**config.mk**
```make
export PLATFORM = sky130hd
export DESIGN_NAME = melody_sequencer_flat
export DESIGN_NICKNAME = d
export VERILOG_FILES = /design/src/rtl/piano_pkg.sv /design/src/rtl/melody_sequencer_if.sv /design/src/rtl/melody_sequencer_beat_timer.sv /design/src/rtl/melody_sequencer.sv /design/src/flat_wrapper.sv
export SDC_FILE = /design/constraint.sdc
export NUM_CORES = 1
export LEC_CHECK = 0
export CAP_MARGIN = 10
export CORE_UTILIZATION = 38
export CTS_CLUSTER_SIZE = 10
export DETAILED_ROUTE_END_ITERATION = 8
export SLEW_MARGIN = 20
export SYNTH_ARGS = -nofsm -noshare
export SYNTH_HDL_FRONTEND = slang
export SYNTH_SLANG_ARGS = --single-unit
```
**constraint.sdc**
```tcl
create_clock -name clk -period 9.6 [get_ports clk]
set_clock_uncertainty 0.1 [all_clocks]
set_input_delay 1.44 -clock clk [delete_from_list [all_inputs] [get_ports clk]]
set_output_delay 1.44 -clock clk [all_outputs]
set_load 0.02 [all_outputs]
```
**src/rtl/piano_pkg.sv**
```systemverilog
// Shared types and constants for the melody sequencer that feeds
// the piano_keyboard tone generator.
package piano_pkg;

    localparam int CLK_HZ = 50_000_000;

    localparam logic [2:0] NOTE_C  = 3'd0;
    localparam logic [2:0] NOTE_D  = 3'd1;
    localparam logic [2:0] NOTE_E  = 3'd2;
    localparam logic [2:0] NOTE_F  = 3'd3;
    localparam logic [2:0] NOTE_G  = 3'd4;
    localparam logic [2:0] NOTE_A  = 3'd5;
    localparam logic [2:0] NOTE_B  = 3'd6;
    localparam logic [2:0] NOTE_C2 = 3'd7;

    typedef enum logic [1:0] {
        S_IDLE,
        S_PLAY,
        S_GAP,
        S_DONE
    } state_t;

    typedef struct packed {
        logic       last;
        logic [2:0] note;
        logic       rest;
        logic [2:0] beats_m1;
    } step_t;

endpackage

```
**src/rtl/melody_sequencer_if.sv**
```systemverilog
// Control, programming and key-output bundle between the board
// controls and the melody sequencer.
interface melody_sequencer_if #(
    parameter int NUM_STEPS = 16
);
    localparam int AW = $clog2(NUM_STEPS);

    logic          start;
    logic          stop;
    logic          loop;
    logic [7:0]    key_live;
    logic          prog_we;
    logic [AW-1:0] prog_addr;
    logic [7:0]    prog_data;
    logic [7:0]    key_out;
    logic          busy;
    logic [AW-1:0] step_idx;
    logic          done;

    modport master (
        output start, stop, loop, key_live,
        output prog_we, prog_addr, prog_data,
        input  key_out, busy, step_idx, done
    );

    modport slave (
        input  start, stop, loop, key_live,
        input  prog_we, prog_addr, prog_data,
        output key_out, busy, step_idx, done
    );

endinterface

```
**src/rtl/melody_sequencer_beat_timer.sv**
```systemverilog
// Beat timer: a BEAT_DIV prescaler feeding a beat down-counter,
// pulsing expire in the last cycle of the loaded duration.
module beat_timer #(
    parameter int BEAT_DIV = 6_250_000
) (
    input  logic       clk,
    input  logic       rst,
    input  logic       load,
    input  logic [2:0] beats,
    input  logic       en,
    output logic       expire
);
    localparam int PW = (BEAT_DIV > 1) ? $clog2(BEAT_DIV) : 1;

    logic [PW-1:0] r_presc;
    logic [2:0]    r_beats;
    logic          w_tick;

    assign w_tick = en && (r_presc == PW'(BEAT_DIV - 1));
    assign expire = w_tick && (r_beats == 3'd0);

    always_ff @(posedge clk) begin
        if (!rst) begin
            r_presc <= '0;
            r_beats <= '0;
        end else if (load) begin
            r_presc <= '0;
            r_beats <= beats;
        end else if (en) begin
            if (w_tick) begin
                r_presc <= '0;
                if (r_beats != 3'd0)
                    r_beats <= r_beats - 3'd1;
            end else begin
                r_presc <= r_presc + PW'(1);
            end
        end
    end

endmodule

```
**src/rtl/melody_sequencer.sv**
```systemverilog
// Stored-melody player driving piano_keyboard.key; live player
// keys always win the output and pause playback while held.
module melody_sequencer
    import piano_pkg::*;
#(
    parameter int NUM_STEPS = 16,
    parameter int BEAT_DIV  = 6_250_000,
    parameter int GAP_DIV   = 500_000
) (
    input logic               clk,
    input logic               rst,
    melody_sequencer_if.slave bus
);
    localparam int AW = $clog2(NUM_STEPS);
    localparam int GW = (GAP_DIV > 1) ? $clog2(GAP_DIV) : 1;
    localparam logic [AW-1:0] LAST_IDX = AW'(NUM_STEPS - 1);

    state_t        r_state;
    state_t        w_state_nx;
    logic [AW-1:0] r_idx;
    logic [AW-1:0] w_idx_nx;
    step_t         r_mem [NUM_STEPS];
    logic [GW-1:0] r_gap;
    logic [7:0]    r_key;
    logic [7:0]    w_key_nx;
    logic [7:0]    w_live_low;
    logic [2:0]    w_beats;
    logic          w_live;
    logic          w_run;
    logic          w_busy;
    logic          w_load;
    logic          w_beat_exp;
    logic          w_gap_exp;

    assign w_live     = |bus.key_live;
    assign w_run      = !w_live;
    assign w_live_low = bus.key_live & (~bus.key_live + 8'd1);
    assign w_busy     = (r_state == S_PLAY) || (r_state == S_GAP);
    assign w_gap_exp  = (r_state == S_GAP) && w_run
                        && (r_gap == GW'(GAP_DIV - 1));
    assign w_beats    = bus.stop ? 3'd0 : r_mem[w_idx_nx].beats_m1;

    beat_timer #(
        .BEAT_DIV(BEAT_DIV)
    ) u_beat (
        .clk   (clk),
        .rst   (rst),
        .load  (w_load | bus.stop),
        .beats (w_beats),
        .en    ((r_state == S_PLAY) && w_run),
        .expire(w_beat_exp)
    );

    always_comb begin
        w_state_nx = r_state;
        w_idx_nx   = r_idx;
        w_load     = 1'b0;
        if (bus.stop) begin
            w_state_nx = S_IDLE;
        end else begin
            unique case (r_state)
                S_IDLE: if (bus.start) begin
                    w_state_nx = S_PLAY;
                    w_idx_nx   = '0;
                    w_load     = 1'b1;
                end
                S_PLAY: if (w_beat_exp) w_state_nx = S_GAP;
                S_GAP: if (w_gap_exp) begin
                    if (r_mem[r_idx].last || r_idx == LAST_IDX) begin
                        if (bus.loop) begin
                            w_state_nx = S_PLAY;
                            w_idx_nx   = '0;
                            w_load     = 1'b1;
                        end else begin
                            w_state_nx = S_DONE;
                        end
                    end else begin
                        w_state_nx = S_PLAY;
                        w_idx_nx   = r_idx + AW'(1);
                        w_load     = 1'b1;
                    end
                end
                S_DONE: w_state_nx = S_IDLE;
                default: w_state_nx = S_IDLE;
            endcase
        end
    end

    // Decided from the next state so the note lines up with PLAY.
    always_comb begin
        w_key_nx = '0;
        if (w_live)
            w_key_nx = w_live_low;
        else if (w_state_nx == S_PLAY && !r_mem[w_idx_nx].rest)
            w_key_nx = 8'h01 << r_mem[w_idx_nx].note;
    end

    always_ff @(posedge clk) begin
        if (!rst) begin
            r_state <= S_IDLE;
            r_idx   <= '0;
            r_key   <= '0;
        end else begin
            r_state <= w_state_nx;
            r_idx   <= w_idx_nx;
            r_key   <= w_key_nx;
        end
    end

    always_ff @(posedge clk) begin
        if (!rst)
            r_gap <= '0;
        else if (bus.stop || r_state != S_GAP)
            r_gap <= '0;
        else if (w_run)
            r_gap <= w_gap_exp ? '0 : r_gap + GW'(1);
    end

    always_ff @(posedge clk) begin
        if (!rst) begin
            for (int i = 0; i < NUM_STEPS; i++)
                r_mem[i] <= '0;
        end else if (bus.prog_we && !w_busy) begin
            r_mem[bus.prog_addr] <= step_t'(bus.prog_data);
        end
    end

    assign bus.key_out  = r_key;
    assign bus.busy     = w_busy;
    assign bus.step_idx = r_idx;
    assign bus.done     = (r_state == S_DONE);

endmodule

```
**src/flat_wrapper.sv**
```systemverilog
// flat-port wrapper written by rule: the top's interface ports become plain ports
module melody_sequencer_flat import piano_pkg::*;
#(
    parameter int NUM_STEPS = 16,
    parameter int BEAT_DIV  = 6_250_000,
    parameter int GAP_DIV   = 500_000
)
  (clk, rst, bus_start, bus_stop, bus_loop, bus_key_live, bus_prog_we, bus_prog_addr, bus_prog_data, bus_key_out, bus_busy, bus_step_idx, bus_done);
  melody_sequencer_if #(.NUM_STEPS(NUM_STEPS)) bus_i ();
  input logic clk;
  input logic rst;
  input wire logic [$bits(bus_i.start)-1:0] bus_start;
  input wire logic [$bits(bus_i.stop)-1:0] bus_stop;
  input wire logic [$bits(bus_i.loop)-1:0] bus_loop;
  input wire logic [$bits(bus_i.key_live)-1:0] bus_key_live;
  input wire logic [$bits(bus_i.prog_we)-1:0] bus_prog_we;
  input wire logic [$bits(bus_i.prog_addr)-1:0] bus_prog_addr;
  input wire logic [$bits(bus_i.prog_data)-1:0] bus_prog_data;
  output wire logic [$bits(bus_i.key_out)-1:0] bus_key_out;
  output wire logic [$bits(bus_i.busy)-1:0] bus_busy;
  output wire logic [$bits(bus_i.step_idx)-1:0] bus_step_idx;
  output wire logic [$bits(bus_i.done)-1:0] bus_done;
  assign bus_i.start = bus_start;
  assign bus_i.stop = bus_stop;
  assign bus_i.loop = bus_loop;
  assign bus_i.key_live = bus_key_live;
  assign bus_i.prog_we = bus_prog_we;
  assign bus_i.prog_addr = bus_prog_addr;
  assign bus_i.prog_data = bus_prog_data;
  assign bus_key_out = bus_i.key_out;
  assign bus_busy = bus_i.busy;
  assign bus_step_idx = bus_i.step_idx;
  assign bus_done = bus_i.done;
  melody_sequencer #(.NUM_STEPS(NUM_STEPS), .BEAT_DIV(BEAT_DIV), .GAP_DIV(GAP_DIV)) u_core (.clk(clk), .rst(rst), .bus(bus_i));
endmodule
```
## Yosys cells after proc, flatten, opt, wreduce, memory -nomap -nowiden

Memories as Yosys holds them, arrays and structs flattened. A register that Yosys moved wholly into a read port is not among the register bits.
Index checks and enable logic that the tools add are counted.

- Memory bits (writable): 128
- Bits in latches: 0
- Memories: 1
- Bits in read-only memories: 0
- Flip-flop bits (word level): 59

Memory list:

| name | depth | bits a word | rd ports | clocked after Yosys merged registers in | write ports | RTL line | source |
|---|---|---|---|---|---|---|---|
| u_core.r_mem | 16 | 8 | 2 | 1 | 16 | melody_sequencer.sv:22 | `step_t r_mem [NUM_STEPS];` |

- Bitwise logic cells: 4
- Add/subtract/negate cells: 5
- Equal/unequal tests: 8
- Divide/modulo/power cells: 0
- Multipliers: 0
- Multiplexer cells: 36
- $lt $le $gt $ge: 0
- Reduce and logical (&&, ||, !) cells: 24
- Shift-type cells: 1

Operators by type and width:

| cell | count |
|---|---|
| 4-bit two-way mux | 7 |
| 8-bit two-way mux | 3 |
| 23-bit by 1-bit adder with 23-bit output (second input constant) | 1 |
| 23-bit equality test (second input constant) | 1 |
| 23-bit two-way mux | 1 |
| 19-bit by 1-bit adder with 19-bit output (second input constant) | 1 |
| 19-bit equality test (second input constant) | 1 |
| 19-bit two-way mux | 1 |
| 8-bit OR reduction | 2 |
| 3-bit two-way mux | 5 |
| 2-bit two-way mux | 6 |
| 1-bit two-way mux | 10 |
| 8-bit by 1-bit adder with 8-bit output (second input constant) | 1 |
| 8-bit AND | 1 |
| 8-bit inverter | 1 |
| 2-bit one-hot mux with 4 select lines | 1 |
| 4-bit one-hot mux with 2 select lines | 1 |
| 1-bit by 3-bit << shifter with 8-bit output (first input constant) | 1 |
| 1-bit logical AND | 7 |
| 2-bit nonzero test | 3 |
| 4-bit by 1-bit adder with 4-bit output (second input constant) | 1 |
| 2-bit by 1-bit equality test with 1-bit output (second input constant) | 2 |
| 2-bit equality test (second input constant) | 2 |
| 4-bit equality test (second input constant) | 1 |
| other kinds (12) | 17 |

## Depth between registers and ports, before layout

Gate-level depths: netlist of run 1.

- Depth in word-level cells: 12
- Mapped depth: 15
- Mapped depth without buffers: 13

## Hierarchy

From an unflattened synthesis of run 1, not the netlist that was laid out.

- Cells, all modules: 914
- Area total of the unflattened synthesis: 9524.1 um^2

By module, submodules not included:

| module | times used | sequential area each (um^2) | area an instance (um^2) | cells an instance |
|---|---|---|---|---|
| melody_sequencer | 1 | 4504.3 | 8130.3 | 747 |
| beat_timer | 1 | 520.5 | 1393.8 | 167 |

## Worst setup path before layout of run 1

No wires, ideal clock.

- Kind: input port to flip-flop
- Start: input port bus_key_live[3]
- End: register u_core.r_key[3], in the netlist u_core.bus.key_out[3]
- Buffers on the path: 1
- Arrival: 3.981 ns
- Required time: 9.431 ns
- Path slack: 5.451 ns
- Setup time: 0.069 ns
- Stages: 11
- Cell sequence: nor4_1 > nand3_1 > or4_1 > o211ai_1 > and3_1 > buf_2 > nor2b_1 > a22oi_1 > and3_1 > nand4b_2 > o21ai_1

- Word-level cells in the longest chain between the ends: 12

RTL lines:

| element | RTL line | source |
|---|---|---|
| from (decl) | flat_wrapper.sv:15 | `input wire logic [$bits(bus_i.key_live)-1:0] bus_key_live;` |
| 8-bit OR reduction | melody_sequencer.sv:35 | `assign w_live = \|bus.key_live;` |
| 1-bit zero test | melody_sequencer.sv:36 | `assign w_run = !w_live;` |
| 1-bit logical AND (on tied branches) | melody_sequencer.sv:39, melody_sequencer.sv:50 |  |
| 1-bit logical AND (on tied branches) | melody_sequencer.sv:40, melody_sequencer_beat_timer.sv:19 |  |
| 4-bit two-way mux or 1-bit logical AND (tied branches) | melody_sequencer.sv:68, melody_sequencer_beat_timer.sv:20 |  |
| 4-bit one-hot mux with 2 select lines or 2-bit two-way mux (tied branches) | melody_sequencer.sv:61, melody_sequencer.sv:67 |  |
| 4-bit two-way mux or 2-bit one-hot mux with 4 select lines (tied branches) | melody_sequencer.sv:58, melody_sequencer.sv:61 |  |
| memory read 16 x 8 bit or 2-bit two-way mux (tied branches) | -- |  |
| 1-bit zero test or 2-bit by 1-bit equality test with 1-bit output (tied branches) | melody_sequencer.sv:94 | `else if (w_state_nx == S_PLAY && !r_mem[w_idx_nx].rest)` |
| 1-bit logical AND | melody_sequencer.sv:94 |  |
| 8-bit two-way mux | melody_sequencer.sv:94 |  |
| 8-bit two-way mux * | melody_sequencer.sv:92 | `if (w_live)` |
| to (signal assigned) | melody_sequencer.sv:106 | `r_key <= w_key_nx;` |
| to (decl) | melody_sequencer.sv:24 | `logic [7:0] r_key;` |

Mark *: on every way between the ends. The rest lies on a longest branch, timed or not.
A chain may end at the register's enable or synchronous reset.

## Worst setup path in the final report of run 1

- Start: input port bus_key_live[3]
- End: register u_core.r_key[5], in the netlist u_core.bus.key_out[5]

Same word-level chain as after synthesis.

==> flow_summary_export.csv, run 1 <==
group,metric,value,unit
logic_synthesis,synth-simple-area-share,0.225,
place,placed_cells,1153,
sta,finalCritPeriodShare,0.538,
hold_path,whs_path_depth,2,
detailed_routing,drc,0,
detailed_routing,ant_nets,0,
sta,max_freq,0.194,GHz
hold_path,min_path_type,"reg -> reg",
worst_setup_path,crit_required,9.86,ns
power,power_switching,0.000391,W
logic_synthesis,ys_ff_latch,187,
worst_setup_path,path_cells,"clkdlybuf4s50_1 -> nor4_1 -> nand3_1 -> nor4_4 -> and3_1 -> o22a_2 -> buf_4 -> mux2i_1 -> mux2i_1 -> mux2i_1 -> or2b_1 -> o21ai_1",
die,fp-row-count,56,
worst_setup_path,slowest_delay,0.65,ns
detailed_routing,routed_wl,21900,um
outcome,outcome,"finished, final reports clean",
power,p_int,0.00130,W
clock_tree,cts_made_buffers,17,
sta,rsz0062_at_grt,"false",
power,leakage,3.75,nW
worst_setup_path,r2r_start,"u_core.bus.step_idx[0]",
final_layout,final_common_cell,"and2_1",
final_layout,insertedDiodeCount,0,
sta,setup_tns,0,ns
power,vdd_drop_max,0.101,mV
logic_synthesis,yosysWarnings,0,
power,sw_frac_of_total,0.232,
sta,min_period,5.16,ns
logic_synthesis,synth_fa_ha_area_frac,0.0122,
logic_synthesis,synth_compound_gate_area_share,0.0409,
final_layout,drive_above_1_share,0.0739,
die,io_pins,40,
worst_setup_path,critPathArrivalTime,5.43,ns
die,die_w,158,um
logic_synthesis,synth_mux_area_frac,0.116,
worst_setup_path,reg2regPathDepth,11,
clock_tree,holdBufCountCts,0,
final_layout,final_cell_mix,"132 x and2_1, 128 x edfxtp_1, 101 x mux2i_1",
detailed_routing,vias_per_cell,5.05,
clock_tree,clk_latency,0.44,ns
flow_run,maxCapViolCount,0,
worst_setup_path,critPathLaunchType,"primary input",
clock_tree,cts_root_buffer,"clkbuf_16",
place,numPortBuffers,39,
sta,worst_pin_slew,1.03,ns
logic_synthesis,synth_flop_cell,"edfxtp_1",
global_route,grt-ovfl-total,0,
global_route,grt_pass1_vias,5837,
sta,setup_viol,0,
logic_synthesis,synth_cell_type_count,61,
power,pwr-share-comb,0.050,
die,die_y,158,um
clock_tree,clockBufferDepth,2,
worst_setup_path,crit_slowest_cell,"buf_4",
detailed_routing,drtIter0Drc,393,
die,dieArea,0.0248,sq mm
global_route,grt_pass1_wl,34200,um
sta,drv_slew,0,
worst_setup_path,cp_common_cell,"mux2i_1",
final_layout,stdcell_count,1185,
logic_synthesis,synth_edf_count,128,
detailed_routing,routedWlPerCell,18.5,um
place,gp_congestion,0.802,
final_layout,nets,888,
clock_tree,cts_resized,0,
worst_setup_path,cp-end-kind,"register",
clock_tree,clk_pin_slew,0.08,ns
logic_synthesis,synth.avg_cell_area,11.3,sq um
clock_tree,cts_sinks,187,
worst_setup_path,r2r_slack,5.10,ns
detailed_routing,vias,5985,
clock_tree,h-tree-depth,4,
power,seq_power_share,0.526,
worst_setup_path,r2r-end,"u_core.bus.key_out[5]",
hold_path,worstHoldStart,"u_core.u_beat.r_presc[1]",
logic_synthesis,synthXorXnorAreaFrac,0.0343,
final_layout,area_growth,14.3,%
logic_synthesis,synth_top_family_by_area,"simple AND/OR/NAND/NOR gates",
hold_path,hold_end,"u_core.u_beat.r_presc[1]",
sta,slew-limit-headroom,0.306,
die,core_area,0.0236,sq mm
power,clkPwrFrac,0.423,
worst_setup_path,cp_max_fo,47,
logic_synthesis,syn_area,0.00920,sq mm
global_route,antenna_found_initial,0,
logic_synthesis,synth-seq-area-share,0.546,
logic_synthesis,synth_fp_nets,848,
global_route,groute.usage.overall,0.188,
logic_synthesis,synthArstFlopShare,0,
clock_tree,tritoncts,"built",
sta,finalHoldViolCount,0,
place,dp_hpwl,14600,um
die,initial_core_util,0.390,
logic_synthesis,netlist_instances,813,
global_route,grt_max_degree,48,
power,powerDensity,160,mW/mm^2
clock_tree,postCtsSetupRepairBufs,0,
worst_setup_path,worst-setup-path-type,"in -> reg",
detailed_routing,dr.pass1.iters,4,
through the flow:
| stage | cell area [sq um] | setup WS (ns) | hold slack, ns | util | power [W] |
|---|---|---|---|---|---|
| 2_1_floorplan | 9200 | 5.45 | 0.377 | - | 0.000944 |
| 3_3_place_gp | 9910 | 4.11 | 0.393 | 0.420 | 0.000990 |
| 3_5_place_dp | 9910 | 4.02 | 0.399 | 0.420 | 0.000991 |
| 4_1_cts | 10500 | 4.43 | 0.422 | 0.445 | 0.00170 |
| 5_1_grt | 10500 | 4.15 | 0.466 | 0.445 | 0.00174 |
| 6_report | 10500 | 4.44 | 0.417 | 0.445 | 0.00169 |
synth_stat cells (all sizes together) (5+ instances only):
cell | count | share of area
or3 | 8 | 0.0060
buf | 14 | 0.013
ha | 9 | 0.012
o21ai | 25 | 0.014
nand2b | 11 | 0.0075
nand4 | 10 | 0.0075
mux2i | 101 | 0.11
clkbuf | 20 | 0.0082
and2 | 132 | 0.090
nor4 | 6 | 0.0057
xnor2 | 13 | 0.012
nor2b | 8 | 0.0054
and3 | 12 | 0.0082
nand2 | 44 | 0.018
nand3 | 20 | 0.011
edfxtp | 128 | 0.42
mux2 | 5 | 0.0061
a21oi | 12 | 0.0065
inv | 10 | 0.0041
dfxtp | 59 | 0.13
nand3b | 6 | 0.0049
nor3 | 13 | 0.0071
xor2 | 23 | 0.022
or2 | 5 | 0.0034
nor2 | 76 | 0.031
routing by layer:
layer / wire (um) / GRT usage / part of all wire
met5: 0 / 0 / 0
met4: 144 / 0.0448 / 0.0066
met3: 951 / 0.0389 / 0.043
met2: 9970 / 0.290 / 0.45
met1: 10900 / 0.268 / 0.50
state kept, by name, summed over array words and instances, names as in the netlist:
signal	count
u_core.r_mem	128
u_core.u_beat.r_presc	23
u_core.r_gap	19
u_core.bus.key_out	8
u_core.bus.step_idx	4
u_core.u_beat.r_beats	3
u_core.r_state	2
power groups by stage:
stage               logic [W]  clock network, W  registers, W
global route        0.0000925          0.000757      0.000890
CTS                 0.0000856          0.000726      0.000888
detailed placement  0.0000852                 0      0.000906
floorplan           0.0000406                 0      0.000904
finish              0.0000849          0.000714      0.000888
global placement    0.0000845                 0      0.000906
cell type report:
cell class | instances | area, sq um
clock buffer | 20 | 500
sequential | 187 | 5020
timing repair buffer | 55 | 510
fill | 2211 | 13100
clock inverter | 12 | 97.6
tap | 319 | 399
inverter | 10 | 37.5
multi-input combinational | 582 | 3950
how the worst max path moves through the flow:
stage	start	to	slack, ns	cells after the start
2_1_floorplan	bus_key_live[3]	u_core.bus.key_out[3]	5.45	11
3_3_place_gp	bus_key_live[2]	u_core.bus.key_out[5]	4.11	12
3_5_place_dp	bus_key_live[2]	u_core.bus.key_out[5]	4.02	12
4_1_cts	bus_key_live[2]	u_core.bus.key_out[5]	4.43	12
5_1_grt	bus_key_live[2]	u_core.bus.key_out[1]	4.15	13
6_report	bus_key_live[3]	u_core.bus.key_out[5]	4.44	12
logic make-up (layout without fill, tap and decap cells):
logic type / count (synthesis) / count (layout)
AND/OR/NAND/NOR: 371 / 371
flip-flops: 187 / 187
multiplexers: 106 / 106
AO/OA/AOI/OAI: 60 / 60
buffers and inverters: 44 / 97
XOR/XNOR: 36 / 36
adder cells (fa/ha/maj): 9 / 9
worst max-delay path: cells and delay by family:
kind,cells,cell delay [ns]
AND/OR/NAND/NOR,5,1.79
buffers and inverters,2,1.09
multiplexers,3,0.82
AO/OA/AOI/OAI,2,0.26
Power figures use the tool's default switching activity.
==> run 2: changes to the inputs <==
==> constraint.sdc (replaced) <==
create_clock -name clk -period 4.9 [get_ports clk]
set_clock_uncertainty 0.1 [all_clocks]
set_input_delay 0.735 -clock clk [delete_from_list [all_inputs] [get_ports clk]]
set_output_delay 0.735 -clock clk [all_outputs]
set_load 0.02 [all_outputs]
==> run 2 against run 1 <==
Sequential share of layout area shrank 0.22 points. Worst hold slack gained 0.0074 ns. Register-to-register slack lost 4.1 ns. Critical endpoint is now u_core.bus.key_out[1].
==> flow_summary_export.csv, run 2 (synthesized netlist as in run 1, its figures left out) <==
group,metric,value,unit
outcome,outcome,"finished, final reports clean",
clock_tree,h-tree-depth,4,
sta,setup_viol,0,
clock_tree,clk_latency,0.44,ns
worst_setup_path,worst-setup-path-type,"in -> reg",
detailed_routing,wl_met1,10400,um
sta,worst_pin_slew,0.753,ns
global_route,groute.usage.overall,0.185,
flow_run,maxCapViolCount,0,
clock_tree,clockBufferDepth,2,
detailed_routing,dr_wl_met3,1040,um
clock_tree,tritoncts,"built",
sta,max_freq,0.240,GHz
final_layout,area_growth,14.9,%
clock_tree,holdBufCountCts,0,
detailed_routing,routedWlPerCell,18.0,um
detailed_routing,ant_nets,0,
clock_tree,postCtsSetupRepairBufs,0,
global_route,grt_max_degree,30,
detailed_routing,drc,0,
clock_tree,cts_root_buffer,"clkbuf_16",
die,die_w,158,um
worst_setup_path,cp_max_fo,10,
detailed_routing,highest_layer,"met4",
detailed_routing,drtIter0Drc,405,
power,powerDensity,305,mW/mm^2
worst_setup_path,crit_required,5.16,ns
die,dieArea,0.0248,sq mm
clock_tree,clk_pin_slew,0.07,ns
worst_setup_path,r2r_slack,0.95,ns
power,p_int,0.00245,W
power,leakage,3.78,nW
power,total_power,0.00322,W
detailed_routing,routed-wl-met2,9700,um
clock_tree,cts_made_buffers,17,
worst_setup_path,reg2regPathDepth,12,
sta,setup_tns,0,ns
hold_path,min_path_type,"reg -> reg",
worst_setup_path,cp-end-kind,"register",
die,initial_core_util,0.390,
detailed_routing,vias_per_cell,5.06,
final_layout,largest_reg_flops,128,
final_layout,max_flop_register,"u_core.r_mem",
sta,finalHoldViolCount,0,
worst_setup_path,critPathArrivalTime,4.41,ns
place,gp_congestion,0.817,
final_layout,fin_area,0.0106,sq mm
die,die_y,158,um
sta,rsz0062_at_grt,"false",
power,clkPwrFrac,0.409,
detailed_routing,vias,6035,
hold_path,whs_path_depth,2,
final_layout,insertedDiodeCount,0,
sta,finalCritPeriodShare,0.849,
final_layout,nets,896,
power,vdd_drop_max,0.242,mV
die,io_pins,40,
die,fp-row-count,56,
place,place_area,0.0100,sq mm
power,pwr-share-comb,0.051,
power,power_switching,0.000770,W
detailed_routing,dr.pass1.iters,4,
global_route,grt_pass1_vias,5978,
clock_tree,cts_resized,0,
final_layout,reg_top3,"u_core.r_mem (128), u_core.u_beat.r_presc (23), u_core.r_gap (19)",
final_layout,final_cell_mix,"132 x and2_1, 128 x edfxtp_1, 101 x mux2i_1",
place,dp_hpwl,14700,um
hold_path,worstHoldStart,"u_core.u_beat.r_presc[12]",
place,numPortBuffers,39,
final_layout,drive_above_1_share,0.0789,
global_route,antenna_found_initial,1,
worst_setup_path,critPathLaunchType,"primary input",
sta,drv_slew,0,
sta,slew-limit-headroom,0.494,
hold_path,hold_end,"u_core.u_beat.r_presc[12]",
final_layout,final_common_cell,"and2_1",
worst_setup_path,r2r-end,"u_core.bus.key_out[1]",
detailed_routing,routed_wl,21500,um
worst_setup_path,r2r_start,"u_core.bus.step_idx[0]",
power,sw_frac_of_total,0.239,
global_route,grt_pass1_wl,33700,um
global_route,grt-ovfl-total,0,
sta,min_period,4.16,ns
die,core_area,0.0236,sq mm
power,seq_power_share,0.540,
clock_tree,cts_sinks,187,
-- run 2: cell types whose count changed in the layout (fill, tap and decap cells not counted), moves of 2 or more --
cell	previous run	this run
o21ai_0	18	16
o21ai_1	7	9
clkinvlp_4	2	0
buf_12	0	3
clkinv_1	0	2
clkbuf_16	20	17
buf_4	16	21
-- run 2: worst max-delay path by stage --
stage	to	start	cells after the start	slack, ns
2_1_floorplan	u_core.bus.key_out[3]	bus_key_live[3]	11	1.46
3_5_place_dp	u_core.bus.key_out[1]	bus_key_live[2]	11	0.30
5_1_grt	u_core.bus.key_out[1]	bus_key_live[2]	11	0.31
4_1_cts	u_core.bus.key_out[1]	bus_key_live[2]	11	0.73
3_3_place_gp	u_core.bus.key_out[3]	bus_key_live[3]	11	0.38
6_report	u_core.bus.key_out[1]	bus_key_live[2]	11	0.74
-- run 2: worst max-delay path, stage by stage --
cell and delay (ns):
clkdlybuf4s50_1 0.46, nor4_1 0.45, nand3_1 0.30, or4_1 0.69, o211ai_1 0.21, and3_1 0.47
nor2b_1 0.33, a22oi_1 0.13, and3_1 0.22, nand4b_2 0.25, o22ai_1 0.17
-- run 2: power groups by stage --
stage	logic [W]	clock network [W]	registers (W)
2_1_floorplan	0.0000795	0	0.00177
3_3_place_gp	0.000163	0	0.00177
3_5_place_dp	0.000165	0	0.00177
4_1_cts	0.000165	0.00134	0.00174
5_1_grt	0.000178	0.00140	0.00174
6_report	0.000164	0.00132	0.00174
-- run 2: layout make-up --
class	instances	area (sq um)
Fill cell	2216	13000
Sequential cell	187	5020
Multi-Input combinational cell	582	3940
Timing Repair Buffer	63	608
Clock buffer	17	425
Tap cell	319	399
Clock inverter	15	129
Inverter	10	37.5
-- run 2: per-stage QoR --
step	util	cells	setup WS, ns	hold slack (ns)
6_report	0.447	1193	0.742	0.425
5_1_grt	0.447	1193	0.306	0.435
4_1_cts	0.447	1193	0.727	0.423
2_1_floorplan	-	813	1.46	0.377
3_3_place_gp	0.424	1161	0.381	0.396
3_5_place_dp	0.424	1161	0.298	0.407
-- run 2: routing by layer --
| metal | track usage | vias up |
|---|---|---|
| li1 | - | 2995 |
| met1 | 0.255 | 2891 |
| met2 | 0.290 | 129 |
| met3 | 0.0402 | 20 |
| met4 | 0.0578 | 0 |
| met5 | 0 | - |
